`config.mk`:
```
export PLATFORM = sky130hd
export DESIGN_NAME = mc8051_mem_resp
export DESIGN_NICKNAME = d
export VERILOG_FILES = /design/src/rtl/mc8051_mem_resp_pkg.sv /design/src/rtl/mc8051_ext_wait.sv /design/src/rtl/mc8051_mem_resp.sv
export SDC_FILE = /design/constraint.sdc
export NUM_CORES = 1
export LEC_CHECK = 0
export BUFFER_PORTS_ARGS = -buffer_cell sky130_fd_sc_hd__buf_2
export CORE_UTILIZATION = 40
export CTS_BUF_LIST = sky130_fd_sc_hd__clkbuf_8
export DETAILED_ROUTE_END_ITERATION = 8
export PLACE_DENSITY = 0.68
export RECOVER_POWER = 25
export SETUP_SLACK_MARGIN = 0.05
export SLEW_MARGIN = 10
export SYNTH_ARGS = -nofsm -noshare
export SYNTH_HDL_FRONTEND = slang
export SYNTH_SLANG_ARGS = --single-unit
```
`constraint.sdc`:
```
create_clock -name i_clk -period 1.8 [get_ports i_clk]
set_input_delay 0.36 -clock i_clk [delete_from_list [all_inputs] [get_ports i_clk]]
set_output_delay 0.36 -clock i_clk [all_outputs]
set_load 0.03 [all_outputs]
```
`src/rtl/mc8051_mem_resp_pkg.sv`:
```
// Shared definitions for the mc8051 memory responder slice.
// Holds space/state encodings, SFR base, default wait and timeout
// values, the latched request struct and the request routing helper.
package mc8051_mem_resp_pkg;

  // Memory space tags carried with every request.
  localparam logic [1:0] MEM_SP_DIR   = 2'b00;
  localparam logic [1:0] MEM_SP_IND   = 2'b01;
  localparam logic [1:0] MEM_SP_CODE  = 2'b10;
  localparam logic [1:0] MEM_SP_XDATA = 2'b11;

  // Direct addresses at or above this value belong to the SFR bus.
  localparam logic [7:0] SFR_BASE = 8'h80;

  localparam int DEF_CODE_WAIT   = 1;
  localparam int DEF_XDATA_WAIT  = 2;
  localparam int DEF_EXT_TIMEOUT = 64;

  localparam int WAIT_W = 4;  // holds 0..15 wait states
  localparam int TMO_W  = 8;  // holds 1..255 timeout cycles

  typedef enum logic [2:0] {
    ST_IDLE = 3'd0,
    ST_IRAM = 3'd1,
    ST_SFR  = 3'd2,
    ST_EXT  = 3'd3,
    ST_RESP = 3'd4
  } mem_state_e;

  typedef struct packed {
    logic        wr;
    logic [1:0]  space;
    logic [15:0] addr;
    logic [7:0]  wdata;
  } mem_req_t;

  // Picks the servicing state for a request. Indirect accesses always
  // hit internal RAM (including the upper 128 bytes); direct accesses
  // split at SFR_BASE; code and xdata go to the external port.
  function automatic mem_state_e route_req(input logic [1:0]  space,
                                           input logic [15:0] addr);
    mem_state_e st;
    if (space[1]) begin
      st = ST_EXT;
    end else if ((space == MEM_SP_IND) || (addr[7:0] < SFR_BASE)) begin
      st = ST_IRAM;
    end else begin
      st = ST_SFR;
    end
    return st;
  endfunction

endpackage

```
`src/rtl/mc8051_ext_wait.sv`:
```
// Wait-state and timeout counters for an external bus access.
// Ports: i_load restarts both counters (wait <= i_load_val, timeout <= 0);
// i_en marks a bus cycle; o_done = wait count exhausted; o_timeout = this
// enabled cycle is the TIMEOUT-th since load (never when TIMEOUT == 0).
module mc8051_ext_wait
  import mc8051_mem_resp_pkg::*;
#(
  parameter int TIMEOUT = DEF_EXT_TIMEOUT
) (
  input  logic              i_clk,
  input  logic              i_rst,
  input  logic              i_load,
  input  logic [WAIT_W-1:0] i_load_val,
  input  logic              i_en,
  output logic              o_done,
  output logic              o_timeout
);

  // Count value seen during the last permitted cycle.
  localparam logic [TMO_W-1:0] TMO_LAST =
      (TIMEOUT == 0) ? '0 : TMO_W'(TIMEOUT - 1);

  logic [WAIT_W-1:0] wait_cnt_q, wait_cnt_d;
  logic [TMO_W-1:0]  tmo_cnt_q,  tmo_cnt_d;
  logic              tmo_hit;

  assign tmo_hit   = (TIMEOUT != 0) && (tmo_cnt_q == TMO_LAST);
  assign o_done    = (wait_cnt_q == '0);
  assign o_timeout = i_en && tmo_hit;

  always_comb begin
    wait_cnt_d = wait_cnt_q;
    tmo_cnt_d  = tmo_cnt_q;
    if (i_load) begin
      wait_cnt_d = i_load_val;
      tmo_cnt_d  = '0;
    end else if (i_en) begin
      if (wait_cnt_q != '0) begin
        wait_cnt_d = wait_cnt_q - 1'b1;
      end
      // Hold at the limit so a lingering enable cannot wrap the count.
      if (!tmo_hit) begin
        tmo_cnt_d = tmo_cnt_q + 1'b1;
      end
    end
  end

  always_ff @(posedge i_clk) begin
    if (i_rst) begin
      wait_cnt_q <= '0;
      tmo_cnt_q  <= '0;
    end else begin
      wait_cnt_q <= wait_cnt_d;
      tmo_cnt_q  <= tmo_cnt_d;
    end
  end

endmodule

```
`src/rtl/mc8051_mem_resp.sv`:
```
// Memory-side responder: completes one core request against internal
// RAM, the SFR bus or the external code/xdata port; ack at N+2 for
// IRAM/SFR, N+2+WAIT(+ready stretch) for external, with bus error on
// timeout or code-space write. Requests are only sampled while idle;
// o_mem_busy tells the sequencer to hold off.
// Ports: i_mem_* request in, o_mem_* ack/data out, o_iram_*/o_sfr_*/
// o_ext_* one-hot memory strobes, i_ext_rdy stretches external cycles.
module mc8051_mem_resp
  import mc8051_mem_resp_pkg::*;
#(
  parameter int CODE_WAIT   = DEF_CODE_WAIT,
  parameter int XDATA_WAIT  = DEF_XDATA_WAIT,
  parameter int EXT_TIMEOUT = DEF_EXT_TIMEOUT
) (
  input  logic        i_clk,
  input  logic        i_rst,
  input  logic        i_mem_req,
  input  logic        i_mem_wr,
  input  logic [1:0]  i_mem_space,
  input  logic [15:0] i_mem_addr,
  input  logic [7:0]  i_mem_wdata,
  output logic        o_mem_busy,
  output logic        o_mem_ack,
  output logic [7:0]  o_mem_rdata,
  output logic        o_bus_err,
  output logic [7:0]  o_iram_addr,
  output logic        o_iram_we,
  output logic        o_iram_re,
  output logic [7:0]  o_iram_wdata,
  input  logic [7:0]  i_iram_rdata,
  output logic [7:0]  o_sfr_addr,
  output logic        o_sfr_we,
  output logic        o_sfr_re,
  output logic [7:0]  o_sfr_wdata,
  input  logic [7:0]  i_sfr_rdata,
  output logic [15:0] o_ext_addr,
  output logic        o_ext_we,
  output logic        o_ext_re,
  output logic        o_ext_psen,
  output logic [7:0]  o_ext_wdata,
  input  logic [7:0]  i_ext_rdata,
  input  logic        i_ext_rdy
);

  mem_state_e state_q, state_d;
  mem_req_t   req_q,   req_d;
  logic [7:0] rdata_q, rdata_d;
  logic       err_q,   err_d;

  logic              ew_load;
  logic [WAIT_W-1:0] ew_load_val;
  logic              ew_done;
  logic              ew_timeout;
  logic              ext_en;
  logic              is_code;
  logic              iram_rd;

  assign ext_en  = (state_q == ST_EXT);
  assign is_code = (req_q.space == MEM_SP_CODE);
  // Internal RAM data arrives one cycle after the strobe, i.e. in RESP,
  // so it is forwarded straight to the core there and captured as well.
  assign iram_rd = (route_req(req_q.space, req_q.addr) == ST_IRAM) && !req_q.wr;

  mc8051_ext_wait #(
    .TIMEOUT (EXT_TIMEOUT)
  ) u_ext_wait (
    .i_clk      (i_clk),
    .i_rst      (i_rst),
    .i_load     (ew_load),
    .i_load_val (ew_load_val),
    .i_en       (ext_en),
    .o_done     (ew_done),
    .o_timeout  (ew_timeout)
  );

  always_comb begin
    state_d      = state_q;
    req_d        = req_q;
    rdata_d      = rdata_q;
    err_d        = err_q;
    ew_load      = 1'b0;
    ew_load_val  = '0;
    o_mem_busy   = (state_q != ST_IDLE);
    o_mem_ack    = 1'b0;
    o_mem_rdata  = rdata_q;
    o_bus_err    = 1'b0;
    o_iram_addr  = '0;
    o_iram_we    = 1'b0;
    o_iram_re    = 1'b0;
    o_iram_wdata = '0;
    o_sfr_addr   = '0;
    o_sfr_we     = 1'b0;
    o_sfr_re     = 1'b0;
    o_sfr_wdata  = '0;
    o_ext_addr   = '0;
    o_ext_we     = 1'b0;
    o_ext_re     = 1'b0;
    o_ext_psen   = 1'b0;
    o_ext_wdata  = '0;

    unique case (state_q)
      ST_IDLE: begin
        if (i_mem_req) begin
          req_d.wr    = i_mem_wr;
          req_d.space = i_mem_space;
          req_d.addr  = i_mem_addr;
          req_d.wdata = i_mem_wdata;
          err_d       = 1'b0;
          state_d     = route_req(i_mem_space, i_mem_addr);
          if (i_mem_space[1]) begin
            ew_load     = 1'b1;
            ew_load_val = (i_mem_space == MEM_SP_CODE) ? WAIT_W'(CODE_WAIT)
                                                       : WAIT_W'(XDATA_WAIT);
          end
        end
      end

      ST_IRAM: begin
        o_iram_addr  = req_q.addr[7:0];
        o_iram_re    = !req_q.wr;
        o_iram_we    = req_q.wr;
        o_iram_wdata = req_q.wdata;
        state_d      = ST_RESP;
      end

      ST_SFR: begin
        o_sfr_addr  = req_q.addr[7:0];
        o_sfr_re    = !req_q.wr;
        o_sfr_we    = req_q.wr;
        o_sfr_wdata = req_q.wdata;
        if (!req_q.wr) begin
          rdata_d = i_sfr_rdata;
        end
        state_d = ST_RESP;
      end

      ST_EXT: begin
        o_ext_addr  = req_q.addr;
        o_ext_wdata = req_q.wdata;
        if (is_code && req_q.wr) begin
          // Program memory is read-only: burn the wait states with no
          // strobe and report the attempt as a bus error.
          if (ew_done) begin
            err_d   = 1'b1;
            state_d = ST_RESP;
          end
        end else begin
          o_ext_psen = is_code;
          o_ext_re   = !is_code && !req_q.wr;
          o_ext_we   = !is_code && req_q.wr;
          // Ready wins over a timeout landing in the same cycle.
          if (ew_done && i_ext_rdy) begin
            if (!req_q.wr) begin
              rdata_d = i_ext_rdata;
            end
            state_d = ST_RESP;
          end else if (ew_timeout) begin
            if (!req_q.wr) begin
              rdata_d = 8'hFF;
            end
            err_d   = 1'b1;
            state_d = ST_RESP;
          end
        end
      end

      ST_RESP: begin
        o_mem_ack = 1'b1;
        o_bus_err = err_q;
        if (iram_rd) begin
          o_mem_rdata = i_iram_rdata;
          rdata_d     = i_iram_rdata;
        end
        err_d   = 1'b0;
        state_d = ST_IDLE;
      end

      default: begin
        state_d = ST_IDLE;
      end
    endcase
  end

  always_ff @(posedge i_clk) begin
    if (i_rst) begin
      state_q <= ST_IDLE;
      req_q   <= '0;
      rdata_q <= 8'h00;
      err_q   <= 1'b0;
    end else begin
      state_q <= state_d;
      req_q   <= req_d;
      rdata_q <= rdata_d;
      err_q   <= err_d;
    end
  end

endmodule

```
==> parameters.txt, run 1 <==
Parameter                              Value

Worst setup path
  Worst endpoint required time ... 1.44 ns
  Worst reg-to-reg path cell count ... 7
  Critical path startpoint category ... flip-flop
  Endpoint of the lowest-slack register-to-register path ... u_ext_wait.tmo_cnt_q[6]
  Worst setup EP type ... output pin
  Worst r2r src ... state_q[1]
  Critical Path AT ... 1.60 ns
  Largest fanout on the critical path ... 8
  Reg2reg setup slack ... -0.01 ns
  Start-to-end type of the worst setup path ... flip-flop to output pin

Placed design
  Routability congestion estimate ... 0.841
  Port buffer count ... 128
  Hpwl dp ... 5950 um

Clock network
  Cell at the root of the clock tree ... clkbuf_8
  Clock-pin transition on the worst setup and hold timing paths ... 0.10 ns
  Clock insertion delay at the later pin of the skew report ... 0.31 ns
  Number of hold buffers added after cts ... 0
  Number of clock sinks seen by CTS ... 51
  CTS tree ... done
  Number of levels the H-tree was split into ... 2
  Maximum buffer depth of the clock tree ... 2
  CTS buffer count ... 5

Timing
  Tightest Pin Transition ... 0.458 ns
  Unrepaired setup endpoints after global routing ... true
  Tmin final ... 1.96 ns
  Final-report max-slew violation count ... 0
  Final worst slack ... -0.158 ns
  Max Clock Freq ... 0.511 GHz
  Portion of the clock cycle consumed by the worst path in the final layout ... 1.09
  Sum of negative setup slack ... -7.15 ns
  Skew final ... 0.00568 ns
  Headroom to the max-slew limit ... 0.695
  Final-report setup violation count ... 70
  Number of hold violations in the final report ... 0

Yosys
  Mean post-synth cell area ... 7.89 um2
  Count of different cell masters after synthesis ... 44
  Mapped Nets ... 424
  FF+latch count, synth ... 51
  Total of warnings raised by yosys ... 0
  Number of enable-type register cells in the synthesized netlist ... 0
  Summed instance area of the synthesized netlist ... 0.00290 mm2
  Sequential fraction of the synthesis area ... 0.353
  Synthesized instance count ... 367
  Share of async-settable or async-resettable flops after synthesis ... 0
  Top FF cell, synth ... dfxtp_1

Global route
  Number of antenna violations at the first check in global routing ... 0
  Remaining Overflow, GRT ... 0
  First-pass GRT wire length ... 12800 um
  Total routing resource utilization after global routing ... 0.214
  Largest net degree at the start of global routing ... 28
  Via count of the first global-routing pass ... 2752

Hold path
  HP Class ... primary input to flip-flop
  Worst hold path startpoint ... i_mem_addr[4]
  Worst hold path cell count ... 3
  Terminating pin of the worst hold path ... req_q[12]

Floorplan
  Effective utilization at floorplan ... 0.419
  Placeable core area ... 0.00691 mm2
  Die boundary width ... 87.1 um
  Area of the die ... 0.00758 mm2
  Floorplan row count ... 30
  I/O pin total ... 129
  Vertical die dimension ... 87.1 um

Final layout
  Total number of nets in the final design ... 570
  Most frequent cells in the layout ... buf_6, nand2_1, buf_2, dfxtp_1, a21oi_1
  Synth-to-layout area growth ... 59.3%
  Finished Core Util ... 0.668
  Count of inserted antenna diode cells ... 0
  Most common cell after layout, fill and taps aside ... buf_6
  Fraction of layout instances using a drive strength above 1 ... 0.498
  Count of fill cells added during filler insertion ... 551

Routing
  Final WL ... 9240 um
  Average detailed-routed wire length per instance ... 15.2 um
  Post-route ant nets ... 0
  DRC violation count after routing ... 0
  Via count ... 3114
  Avg Vias per Cell ... 5.10
  Violation count after the first detailed-routing iteration ... 124
  Number of search-and-repair iterations in the first detailed-routing pass ... 4

Power and ir drop
  Worst voltage drop across the vdd grid ... 0.000702 V
  Leak ... 2.01 nW
  Total power per unit cell area ... 1140 mW/mm2

Outcome
  Failing checks ... setup timing
  Result of the run ... finished with violations

Run
  Max-cap check violation count ... 0
==> cell type report <==
type,count,area (um2),area share
Clock inverter,3,25.0,0.00543
Timing Repair Buffer,162,1350,0.292
Tap cell,96,120,0.0260
Multi-Input combinational cell,289,2000,0.435
Clock buffer,5,68.8,0.0149
Sequential cell,51,1030,0.224
Inverter,4,15.0,0.00326
==> repair_timing <==
action / in CTS / in global routing
setup buffers: 6 / 7
resized for setup: 88 / 135
setup endpoints to repair: 73 / 95
cloned: 0 / 2
pin swaps: 6 / 12
==> state kept, by name, indices dropped and copies added (netlist names) <==
name	cells
u_ext_wait.tmo_cnt_q	8
rdata_q	8
u_ext_wait.wait_cnt_q	4
req_q	27
err_q	1
state_q	3
==> cell usage after synthesis, types with 2 or more instances <==
cell type | instances | area, um2
ha_1 | 2 | 25.0
dfxtp_1 | 51 | 1020
clkbuf_1 | 11 | 41.3
xor2_1 | 7 | 61.3
a221oi_1 | 8 | 70.1
nor2_2 | 2 | 12.5
nor3b_1 | 2 | 15.0
buf_4 | 2 | 15.0
nand4_1 | 5 | 31.3
nor2_1 | 31 | 116
buf_2 | 8 | 40.0
and3b_1 | 2 | 17.5
xnor2_1 | 2 | 17.5
mux2_2 | 16 | 180
a31oi_1 | 2 | 12.5
a21oi_1 | 37 | 185
inv_1 | 4 | 15.0
nor3_2 | 2 | 20.0
a211oi_1 | 9 | 67.6
and3_1 | 4 | 25.0
nor3_1 | 5 | 25.0
and2_1 | 62 | 388
nor2b_1 | 3 | 18.8
o21ai_0 | 3 | 15.0
nand2_1 | 64 | 240
nand2b_1 | 5 | 31.3
==> per-stage QoR <==
step	cells	worst slack [ns]	hold WS (ns)	cell area, um2	power (mW)
2_1_floorplan	367	-0.114	0.432	2900	3.11
3_3_place_gp	588	0.109	0.438	3710	3.69
3_5_place_dp	588	0.0516	0.445	3710	3.74
4_1_cts	602	-0.171	0.269	4110	4.78
5_1_grt	610	-0.221	0.268	4610	5.58
6_report	610	-0.158	0.276	4610	5.25
==> cell families after synthesis <==
family	synth area share
flip-flops	0.353
adder cells (fa/ha/maj)	0.00864
AND/OR/NAND/NOR	0.344
XOR/XNOR	0.0272
AO/OA/AOI/OAI	0.158
multiplexers	0.0657
buffers and inverters	0.0436
==> worst max-delay path, cell delays in order, from the launching register on <==
cell and delay (ns):
dfxtp_4 0.37, nor3_4 0.23, nand3_4 0.19, mux2_2 0.32, buf_4 0.17
==> where the power goes <==
part           switching (mW)  total [mW]  internal (mW)  leakage [nW]
clock network           0.397       0.676          0.278        0.0443
logic                    1.61        3.01           1.40          1.55
registers               0.202        1.57           1.36         0.419
total                    2.21        5.25           3.04          2.01
==> worst max path at each step <==
stage / startpoint / endpoint / slack, ns / cells after the start
2_1_floorplan: state_q[1] / o_ext_psen / -0.11 / 4
3_3_place_gp: req_q[15] / rdata_q[5] / 0.11 / 5
3_5_place_dp: state_q[2] / o_mem_rdata[2] / 0.05 / 5
4_1_cts: state_q[2] / o_mem_rdata[2] / -0.17 / 5
5_1_grt: req_q[26] / o_mem_rdata[7] / -0.22 / 4
6_report: state_q[1] / o_mem_rdata[7] / -0.16 / 4
==> metal layers <==
layer / vias to the layer above / share of wire / global-route usage / routed length [um]
met4: 0 / 0.015 / 0.0500 / 143
li1: 1533 / - / - / -
met5: - / 0 / 0 / 0
met1: 1464 / 0.41 / 0.263 / 3810
met2: 105 / 0.52 / 0.383 / 4770
met3: 12 / 0.056 / 0.0427 / 520
No activity file was read; power rests on OpenSTA's default activity.
==> run 2: changes to the inputs <==
--- a/config.mk
+++ b/config.mk
@@ -6,6 +6,7 @@
 export NUM_CORES = 1
 export LEC_CHECK = 0
 export BUFFER_PORTS_ARGS = -buffer_cell sky130_fd_sc_hd__buf_2
+export CORE_ASPECT_RATIO = 0.9
 export CORE_UTILIZATION = 40
 export CTS_BUF_LIST = sky130_fd_sc_hd__clkbuf_8
 export DETAILED_ROUTE_END_ITERATION = 8
==> run 2 against run 1 <==
The flow still finishes with violations (setup timing). Clock power is 23% higher. Critical path depth is the same. Sequential share of layout area is 0.072 points lower. Final area barely moved. Clock skew rose by 0.0070 ns. Wire length down 1.5%. Die area is essentially flat. First-iteration DRC count down 6.5%. Utilization is 1.2 points lower. Non-clock buffer count grew 3. Worst setup slack better by 0.0073 ns. Largest cell class unchanged.
==> parameters.txt, run 2 (synthesis gave the netlist of run 1 again) <==
Parameter                              Value

Outcome
  Failing checks ... setup timing
  Result of the run ... finished with violations

Power and ir drop
  Worst voltage drop across the vdd grid ... 0.000579 V (-18%)
  Switching Power ... 2.19 mW (-1.3%)
  Power after layout ... 5.24 mW (-0.38%)
  Cell internal power dissipation ... 3.05 mW (+0.29%)
  Leak ... 2.04 nW (+1.5%)
  Clock network fraction of total power ... 0.159 (+0.030)
  Total power per unit cell area ... 1130 mW/mm2 (-0.46%)
  Combinational share of power ... 0.540 (-0.033)
  Switching Fraction ... 0.417 (-0.00386)
  Register share of total power ... 0.301 (+0.003)

Clock network
  Clock-pin transition on the worst setup and hold timing paths ... 0.10 ns (about the same)
  Maximum buffer depth of the clock tree ... 2 (unchanged)
  Cell at the root of the clock tree ... clkbuf_8
  Number of clock sinks seen by CTS ... 51 (unchanged)
  Clock insertion delay at the later pin of the skew report ... 0.32 ns (about the same)
  Number of levels the H-tree was split into ... 2 (unchanged)
  Number of hold buffers added after cts ... 0 (unchanged)
  CTS buffer count ... 5 (unchanged)
  CTS tree ... done

Timing
  Skew final ... 0.0127 ns (+0.00700 ns)
  Final-report setup violation count ... 71 (+1.4%)
  Unrepaired setup endpoints after global routing ... true
  Post-route worst hold slack ... 0.263 ns (-0.0123 ns)
  Portion of the clock cycle consumed by the worst path in the final layout ... 1.08 (-0.00408)
  Max Clock Freq ... 0.513 GHz (+0.38%)
  Headroom to the max-slew limit ... 0.628 (-0.0663)
  Tmin final ... 1.95 ns (-0.00735 ns)
  Final-report max-slew violation count ... 0 (unchanged)
  Number of hold violations in the final report ... 0 (unchanged)
  Tightest Pin Transition ... 0.558 ns (+0.0995 ns)
  Final worst slack ... -0.151 ns (+0.00734 ns)

Global route
  Total routing resource utilization after global routing ... 0.220 (+0.00637)
  GR Layer Usage met1 ... 0.281 (+0.0177)
  Via count of the first global-routing pass ... 2892 (+5.1%)
  Fraction of met2 tracks used by global routing ... 0.383 (+0.000495)
  First-pass GRT wire length ... 13300 um (+3.8%)
  Largest net degree at the start of global routing ... 28 (unchanged)
  Remaining Overflow, GRT ... 0 (unchanged)
  GRT busiest layer ... met2
  Met3 Track Usage GR ... 0.0430 (+0.000386)
  Number of antenna violations at the first check in global routing ... 0 (unchanged)

Floorplan
  Die boundary width ... 91.7 um (+5.3%)
  Vertical die dimension ... 82.7 um (-5.0%)
  Effective utilization at floorplan ... 0.411 (-0.00790)
  I/O pin total ... 129 (unchanged)
  Placeable core area ... 0.00704 mm2 (+1.9%)
  Area of the die ... 0.00758 mm2 (about the same)
  Floorplan row count ... 29 (-3.3%)

Final layout
  Fraction of layout instances using a drive strength above 1 ... 0.511 (+0.0126)
  Most flop-heavy register ... req_q
  Synth-to-layout area growth ... 59.4% (about the same)
  Most frequent cells in the layout ... nand2_1, buf_6, buf_2, buf_4, dfxtp_1
  Most common cell after layout, fill and taps aside ... nand2_1
  Number of flip-flops under the largest register name ... 27 (unchanged)
  Total number of nets in the final design ... 573 (+0.53%)
  Top Registers ... req_q (27), rdata_q (8), u_ext_wait.tmo_cnt_q (8)
  Count of inserted antenna diode cells ... 0 (unchanged)
  Finished Core Util ... 0.656 (-0.0120)

Worst setup path
  Largest fanout on the critical path ... 8 (unchanged)
  Critical Path AT ... 1.59 ns (about the same)
  Kind of cell adding the most delay to the critical path ... simple AND/OR/NAND/NOR gates
  Start-to-end type of the worst setup path ... flip-flop to output pin
  Critical path startpoint category ... flip-flop
  Worst endpoint required time ... 1.44 ns (about the same)
  Bufs and invs on worst path ... 1 (unchanged)
  Critical path cell sequence ... nor3_4 -> nand3_4 -> mux2_4 -> buf_6
  Max stage delay on crit path ... 0.39 ns (+0.02 ns)
  Slowest cell on the critical path ... dfxtp_4
  Worst setup EP type ... output pin
  Reg2reg setup slack ... 0 ns (about the same)

Routing
  Via count ... 3114 (unchanged)
  Average detailed-routed wire length per instance ... 14.9 um (-1.5%)
  Number of search-and-repair iterations in the first detailed-routing pass ... 4 (unchanged)
  Avg Vias per Cell ... 5.10 (unchanged)
  Violation count after the first detailed-routing iteration ... 116 (-6.5%)
  DRC violation count after routing ... 0 (unchanged)
  Final WL ... 9110 um (-1.5%)
  Post-route ant nets ... 0 (unchanged)

Placed design
  Routability congestion estimate ... 0.758 (-9.8%)
  Hpwl dp ... 5770 um (-3.0%)
  Port buffer count ... 128 (unchanged)

Run
  Max-cap check violation count ... 0 (unchanged)

Hold path
  HP Class ... primary input to flip-flop
## run 2: cell count changes in the layout (fill, tap and decap cells not counted), moves of 6 or more
cell      before  now
buf_6         65   59
and2_4        30   39
and2_1        30   22
clkbuf_4      16    0
buf_4         24   49
## run 2: layer usage
layer / vias to the layer above / share of wire
met5: - / 0
met4: 0 / 0.018
met3: 14 / 0.062
met2: 111 / 0.50
met1: 1453 / 0.42
li1: 1536 / -
## run 2: path summary, 6_finish.rpt
| check | startpoint | end | cells after the start |
|---|---|---|---|
| setup reg to reg | state_q[0] | state_q[0] | 7 |
| setup / recovery | state_q[0] | o_mem_rdata[4] | 4 |
| hold / removal | i_mem_wdata[0] | req_q[0] | 3 |
| hold reg to reg | req_q[16] | req_q[16] | 2 |
## run 2: worst register-to-register path, stage by stage (launching register included)
cell and delay, ns:
dfxtp_4 0.42, buf_4 0.14, nand3b_1 0.25, buf_6 0.22
a41oi_4 0.25, buf_6 0.15, a221oi_4 0.07, a211oi_2 0.22
## run 2: power by group through the flow
stage	Combinational (mW)	Clock, mW	Sequential, mW
2_1_floorplan	1.62	0	1.48
3_3_place_gp	2.17	0	1.54
3_5_place_dp	2.21	0	1.56
4_1_cts	2.55	0.848	1.55
5_1_grt	3.03	0.898	1.61
6_report	2.83	0.833	1.57
## run 2: repair_timing
action                                 4_1_cts  5_1_grt
resized for setup                          153       60
pin swaps                                    4       13
endpoints found under the hold margin        0        0
cloned                                       2        0
setup endpoints to repair                   76       91
buffers inserted                             6        5
## run 2: through the flow
step	std cells	area (um2)	setup slack, ns	setup TNS (ns)
final	610	4620	-0.151	-7.11
after global routing	610	4620	-0.221	-12.71
after CTS	606	4370	-0.157	-5.56
after detailed placement	590	3750	-0.00507	-0.0103
after global placement	590	3750	0.0768	0
after floorplan	367	2900	-0.114	-0.229
## run 2: final cells by class
cell class	instances	area [um2]
Fill cell	596	2420
Multi-Input combinational cell	289	2010
Clock buffer	5	68.8
Clock inverter	3	46.3
Tap cell	93	116
Inverter	4	15.0
Timing Repair Buffer	165	1330
Sequential cell	51	1030
